===== src/rtl/cu_condlogic.sv =====
// cu_condlogic: conditional-execution stage of the ARM single-cycle control unit.
// Holds the NZCV flag register, evaluates the condition field against it and
// gates the raw decoder strobes into committed PCSrc/RegWrite/MemWrite.
// Optional feature macro: CU_SQUASH_CNT_EN adds a saturating counter of valid
// instructions that failed their condition (SquashCount port, CNT_W bits).
module cu_condlogic #(
    parameter int unsigned CNT_W = 16
) (
    input  logic             clk,
    input  logic             rst_n,
    input  logic             InstrValid,
    input  logic [3:0]       Cond,
    input  logic [3:0]       ALUFlags,
    input  logic [1:0]       FlagW,
    input  logic             PCS,
    input  logic             RegW,
    input  logic             MemW,
    input  logic             NoWrite,
    output logic             PCSrc,
    output logic             RegWrite,
    output logic             MemWrite,
    output logic             CondEx,
`ifdef CU_SQUASH_CNT_EN
    output logic [CNT_W-1:0] SquashCount,
`endif
    output logic [3:0]       Flags
);

    // Condition field encodings
    localparam logic [3:0] COND_EQ = 4'b0000;
    localparam logic [3:0] COND_NE = 4'b0001;
    localparam logic [3:0] COND_CS = 4'b0010;
    localparam logic [3:0] COND_CC = 4'b0011;
    localparam logic [3:0] COND_MI = 4'b0100;
    localparam logic [3:0] COND_PL = 4'b0101;
    localparam logic [3:0] COND_VS = 4'b0110;
    localparam logic [3:0] COND_VC = 4'b0111;
    localparam logic [3:0] COND_HI = 4'b1000;
    localparam logic [3:0] COND_LS = 4'b1001;
    localparam logic [3:0] COND_GE = 4'b1010;
    localparam logic [3:0] COND_LT = 4'b1011;
    localparam logic [3:0] COND_GT = 4'b1100;
    localparam logic [3:0] COND_LE = 4'b1101;
    localparam logic [3:0] COND_AL = 4'b1110;

    // Counter width must be usable in either build
    if (CNT_W < 1) begin : g_bad_cnt_w
        $error("cu_condlogic: CNT_W must be at least 1");
    end

    logic [1:0] nz_q, nz_d;
    logic [1:0] cv_q, cv_d;
    logic       flag_n, flag_z, flag_c, flag_v;
    logic       cond_pass_c;
    logic       cond_ex_c;

    assign flag_n = nz_q[1];
    assign flag_z = nz_q[0];
    assign flag_c = cv_q[1];
    assign flag_v = cv_q[0];

    // Condition evaluation against stored flags; bubbles never look at Cond so X cannot leak
    always_comb begin
        cond_pass_c = 1'b0;
        if (InstrValid) begin
            case (Cond)
                COND_EQ: cond_pass_c = flag_z;
                COND_NE: cond_pass_c = ~flag_z;
                COND_CS: cond_pass_c = flag_c;
                COND_CC: cond_pass_c = ~flag_c;
                COND_MI: cond_pass_c = flag_n;
                COND_PL: cond_pass_c = ~flag_n;
                COND_VS: cond_pass_c = flag_v;
                COND_VC: cond_pass_c = ~flag_v;
                COND_HI: cond_pass_c = flag_c & ~flag_z;
                COND_LS: cond_pass_c = ~flag_c | flag_z;
                COND_GE: cond_pass_c = ~(flag_n ^ flag_v);
                COND_LT: cond_pass_c = flag_n ^ flag_v;
                COND_GT: cond_pass_c = ~flag_z & ~(flag_n ^ flag_v);
                COND_LE: cond_pass_c = flag_z | (flag_n ^ flag_v);
                COND_AL: cond_pass_c = 1'b1;
                default: cond_pass_c = 1'b0;   // unconditional space never executes
            endcase
        end
    end

    assign cond_ex_c = InstrValid & cond_pass_c;

    // Committed strobes, zero latency from the decoder
    always_comb begin
        CondEx   = cond_ex_c;
        PCSrc    = PCS & cond_ex_c;
        RegWrite = RegW & cond_ex_c & ~NoWrite;
        MemWrite = MemW & cond_ex_c;
    end

    // Next flag state: each half updates only for a passing instruction that asks for it
    always_comb begin
        nz_d = nz_q;
        cv_d = cv_q;
        if (FlagW[1] && cond_ex_c) begin
            nz_d = ALUFlags[3:2];
        end
        if (FlagW[0] && cond_ex_c) begin
            cv_d = ALUFlags[1:0];
        end
    end

    // Flag register
    always_ff @(posedge clk or negedge rst_n) begin
        if (!rst_n) begin
            nz_q <= 2'b00;
            cv_q <= 2'b00;
        end else begin
            nz_q <= nz_d;
            cv_q <= cv_d;
        end
    end

    assign Flags = {nz_q, cv_q};

`ifdef CU_SQUASH_CNT_EN
    localparam logic [CNT_W-1:0] SQ_MAX = {CNT_W{1'b1}};

    logic [CNT_W-1:0] sq_q, sq_d;

    // Count valid instructions whose condition failed, saturating at all-ones
    always_comb begin
        sq_d = sq_q;
        if (InstrValid && !cond_pass_c && (sq_q != SQ_MAX)) begin
            sq_d = sq_q + CNT_W'(1);
        end
    end

    // Squash counter register, cleared only by reset
    always_ff @(posedge clk or negedge rst_n) begin
        if (!rst_n) begin
            sq_q <= '0;
        end else begin
            sq_q <= sq_d;
        end
    end

    assign SquashCount = sq_q;
`endif

endmodule


===== config.mk =====
export PLATFORM = sky130hd
export DESIGN_NAME = cu_condlogic
export DESIGN_NICKNAME = d
export VERILOG_FILES = /design/src/rtl/cu_condlogic.sv
export SDC_FILE = /design/constraint.sdc
export NUM_CORES = 1
export LEC_CHECK = 0
export ABC_AREA = 1
export BUFFER_PORTS_ARGS = -buffer_cell sky130_fd_sc_hd__buf_2
export CAP_MARGIN = 10
export CELL_PAD_IN_SITES_DETAIL_PLACEMENT = 0
export CELL_PAD_IN_SITES_GLOBAL_PLACEMENT = 1
export CORE_MARGIN = 5
export CORE_UTILIZATION = 28
export DETAILED_ROUTE_END_ITERATION = 8
export PLACE_DENSITY = 0.86
export SLEW_MARGIN = 20
export SYNTH_ARGS = -nofsm -noshare
export SYNTH_HDL_FRONTEND = slang
export SYNTH_SLANG_ARGS = --single-unit
export TNS_END_PERCENT = 50

===== constraint.sdc =====
create_clock -name clk -period 2.5 [get_ports clk]
set_input_delay 0 -clock clk [delete_from_list [all_inputs] [get_ports clk]]
set_output_delay 0 -clock clk [all_outputs]
set_load 0.02 [all_outputs]

======== After elaboration in Yosys (flattened, before gate mapping) ========
Index checks and enable logic that the tools add are counted.
cells by class
  multiplexer cells ....................... 2
  reductions and logical operators ........ 3
  bitwise operators ....................... 16
  equality and inequality tests ........... 14
operators by type and width
  kind                                                                    number
  4-bit equality test (second input constant)                             7
  4-bit by 3-bit equality test with 1-bit output (second input constant)  4
  1-bit case mux with 15 select lines                                     1
  4-bit by 2-bit equality test with 1-bit output (second input constant)  2
  1-bit AND                                                               7
  1-bit inverter                                                          6
  4-bit by 1-bit equality test with 1-bit output (second input constant)  1
  4-bit logical NOT                                                       1
  1-bit logical AND                                                       2
  1-bit bitwise OR                                                        2
  1-bit two-way mux                                                       1
  1-bit bitwise XOR                                                       1
storage, ports and cells
  word-level logic and storage cells ...... 37
  bits of input ports ..................... 17
  register bits ........................... 4
  output and inout port bits .............. 8

======== Longest topological paths before layout ========
  depth after elaboration ................. 8
  depth in mapped cells ................... 12
  depth with buffers taken out ............ 12

======== Least setup slack after synthesis ========
OpenSTA, ideal clock, no wires.
  path kind ............................... reg-to-output
  start point ............................. register cv_q[0]
  end point ............................... output port MemWrite
  buffers on the path ..................... 0
  cell stages (with the launch flop) ...... 12
  arrival ................................. 1.410 ns
  required time ........................... 2.500 ns
  path slack .............................. 1.090 ns
  cells stage by stage .................... dfrtp_1 -> inv_1 -> nand2_1 -> nand2_2 -> nand2_2 -> nand2_1 -> nand2_1 -> nand2_1 -> nor2_2 -> nand2_4 -> nand2_2 -> nor2_1
between the ends
  cells in the longest elaborated chain, start to end .. 7
  elaborated cells between the ends (all ways) .. 9
  classes of those cells .................. mux (2); bitwise (7)
RTL lines
  element                                  line    text
  from (decl)                              52      logic [1:0] cv_q, cv_d;
  from (signal assigned)                   116     cv_q <= cv_d;
  1-bit bitwise XOR                        --
  1-bit inverter                           77, 79
  1-bit AND                                79      COND_GT: cond_pass_c = ~flag_z & ~(flag_n ^ flag_v);
  1-bit case mux with 15 select lines (*)  66      case (Cond)
  1-bit two-way mux (*)                    65      if (InstrValid) begin
  1-bit AND (*)                            87      assign cond_ex_c = InstrValid & cond_pass_c;
  1-bit AND (*)                            94      MemWrite = MemW & cond_ex_c;
  to (decl)                                21      output logic MemWrite,
Every way passes the cells marked *; elsewhere a longest branch is shown, timed or not.

======== Final worst setup path ========
  start point ............................. register nz_q[1]
  end point ............................... output port RegWrite
between the ends
  cells in the longest elaborated chain, start to end .. 8
  elaborated cells between the ends (all ways) .. 10
  classes of those cells .................. mux (2); bitwise (8)
RTL lines
  element                                  line    text
  from (decl)                              51      logic [1:0] nz_q, nz_d;
  from (signal assigned)                   115     nz_q <= nz_d;
  1-bit bitwise XOR                        --
  1-bit inverter                           77, 79
  1-bit AND                                79
  1-bit case mux with 15 select lines (*)  66
  1-bit two-way mux (*)                    65
  1-bit AND (*)                            87
  1-bit AND (*) (2 in a row)               93      RegWrite = RegW & cond_ex_c & ~NoWrite;
  to (decl)                                20      output logic RegWrite,
Marked as above.

==> results.json <==
{
  "slew_viol_final": 0,
  "core_area_sq_um": 1489,
  "fin_setup_tns_ps": 0,
  "path_cells": "inv_1, nand2_1, nand2_2, nand2_2, nand2_1, nand2_1, nand2_1, nor2_2, nand2_4, nand2_2, nor3_2, buf_2",
  "path_buf_inv": 2,
  "path_depth": 12,
  "critPathSlowestCell": "dfrtp_1",
  "critical_path.max_fanout": 7,
  "p_switching_mw": 0.2458,
  "outcome": "complete, no violations",
  "remaining_drc_errors": 0,
  "ios": 25,
  "clk_latency_ps": 240,
  "power_leakage_nw": 0.3687,
  "antenna_left": 0,
  "yosysMostFrequentCell": "nand2_1",
  "syn2layout_area_growth_pct": 39.77,
  "grt_pass1_wl_um": 2049,
  "ys_ff_latch": 4,
  "min_period_ps": 1604,
  "relSlewSlack_pct": 86.71,
  "floorplan.die.height_um": 49.38,
  "track_usage_pct": 10.46,
  "worstPathRequired_ps": 2500,
  "path_common_cell": "nand2_1",
  "antenna_cells": 0,
  "cts_root_buf": "clkbuf_4",
  "cp_slowest_stage_delay_ps": 410,
  "vias": 538,
  "netSwitchingFraction_pct": 49.94,
  "holdWs_ps": 25.13,
  "antenna_found_initial": 0,
  "reg2reg_depth": 9,
  "grt_max_degree": 8,
  "rsz0062_at_grt": "false",
  "maxCapViolCount": 0,
  "crit_family": "simple AND/OR/NAND/NOR gates",
  "p_int_mw": 0.2463,
  "wl_per_cell_um": 9.840,
  "async_reset_ff_share_pct": 100.0,
  "clock_path_buffers": 2,
  "crit_type": "flip-flop to output port",
  "grt_pass1_vias": 524,
  "yosysWarnings": 0,
  "holdCritPathClass": "primary input to flip-flop",
  "finalPower_mw": 0.4921,
  "drtIter0Drc": 4,
  "startpoint_type": "flip-flop",
  "syn_inst": 75,
  "fin_skew_ps": 9.260,
  "drive_gt1_share_pct": 36.89,
  "hold_viol_final": 0,
  "setup_viol": 0,
  "worst_slew_pin_slew_ps": 198.7,
  "pwr-share-seq_pct": 27.5,
  "dp_hpwl_um": 995.6,
  "cts_buffers": 3,
  "yosysUniqueCellTypes": 15,
  "overflow": 0,
  "pwr-share-comb_pct": 55.9,
  "cp-end-kind": "output port",
  "htreeDepth": 1,
  "gp_congestion": 0.8450,
  "cts_tree": "done",
  "power_frac_clock_pct": 16.7,
  "synth_top_area_cell": "dfrtp_1",
  "cts.sinks": 4,
  "ys_seq_area_share_pct": 23.05,
  "avgSynthCellArea_sq_um": 5.789,
  "synth_edf_count": 0,
  "critical_path_arrival_ps": 1600,
  "final_net_count": 122,
  "max_freq_ghz": 0.6236,
  "path_clk_slew_ps": 40,
  "drt-total-wl_um": 1171,
  "synth_area_sq_um": 434.2,
  "viasPerCell": 4.521,
  "synth_area_leaders": "dfrtp_1 23%, nand2_1 22%, nand3_1 9.2%, inv_1 7.8%, nor2_1 6.9%",
  "synth-main-ff-cell": "dfrtp_1",
  "peakVddDrop_v": 0.0004716,
  "power.density_nw_per_um2": 810.9,
  "min_period_over_period_pct": 64.14,
  "dieArea_sq_um": 2438,
  "synth_nets": 92,
  "hold_path_depth": 3,
  "io_buffers": 24,
  "die_x_um": 49.38,
  "synthDominantCellAreaShare_pct": 23.05,
  "drt_first_pass_iters": 4,
  "synth_common_cells": "26 x nand2_1, 9 x inv_1, 8 x nand3_1, 8 x nor2_1",
  "rows": 14,
  "start_util_pct": 29.16
}
[timing repair]
item / CTS / global route
endpoints found under the hold margin: 4 / 0
setup buffers: 0 / 0
resized for setup: 0 / 0
hold buffers: 1 / 0
[cell families (layout without fill, tap and decap cells)]
kind of cell,after synthesis,in the layout,synth area share [%]
flip-flops,4,4,23.06
AO/OA/AOI/OAI,2,2,2.306
buffers and inverters,12,40,10.37
AND/OR/NAND/NOR,57,57,64.26
[sequential cells by signal, summed over array words and instances, names as in the netlist]
register / flops
nz_q: 2
cv_q: 2
[worst paths after layout]
kind                       endpoint   startpoint  slack (ps)
setup / recovery           RegWrite      nz_q[1]         900
hold / removal              nz_q[0]  ALUFlags[2]          30
setup reg to reg            nz_q[1]      cv_q[1]        1170
hold reg to reg             cv_q[0]      cv_q[0]         530
max in group asynchronous   nz_q[1]        rst_n        2280
min in group asynchronous   cv_q[1]        rst_n          90
[placed cells by master (no fill, tap or decap), types with 3 or more instances in the layout]
| master | count |
|---|---|
| nand2_1 | 26 |
| buf_2 | 24 |
| inv_1 | 9 |
| nor2_1 | 8 |
| nand3_1 | 8 |
| nand4_1 | 4 |
| dfrtp_1 | 4 |
| inv_2 | 3 |
| nand2_2 | 3 |
| clkbuf_4 | 3 |
[tightest hold or removal path, stage by stage]
cell and delay [ps]:
buf_2 90, nand4_1 80, nand2_1 50
[cell type report]
class / count / area, sq um
Timing Repair Buffer: 25 / 130.1
Inverter: 12 / 45.04
Tap cell: 16 / 20.02
Sequential cell: 4 / 100.1
Fill cell: 170 / 882.1
Multi-Input combinational cell: 59 / 289.0
Clock buffer: 3 / 22.52
[layer usage]
metal  vias up  track usage (%)  part of all wire (%)
li1        296                -                     -
met1       214            13.84                    49
met2        26            13.95                    40
met3         2            3.976                    11
met4         0            6.550                  0.85
met5         -                0                     0
[power by group through the flow]
stage | sequential [mW] | combinational [mW] | clock [mW]
3_3_place_gp | 0.136 | 0.273 | 0
3_5_place_dp | 0.137 | 0.275 | 0
4_1_cts | 0.136 | 0.278 | 0.0865
5_1_grt | 0.143 | 0.308 | 0.0900
6_report | 0.135 | 0.275 | 0.0820
2_1_floorplan | 0.166 | 0.153 | 0
[per-stage QoR]
step	std cells	utilization [%]	worst slack, ps	instance area (sq um)
finish	119	40.76	896.4	606.8
global route	119	40.76	716.5	606.8
CTS	119	40.76	872.4	606.8
detailed placement	115	38.57	1134	574.3
global placement	115	38.57	1137	574.3
floorplan	75	-	1090	434.2
Power figures use the tool's default switching activity.
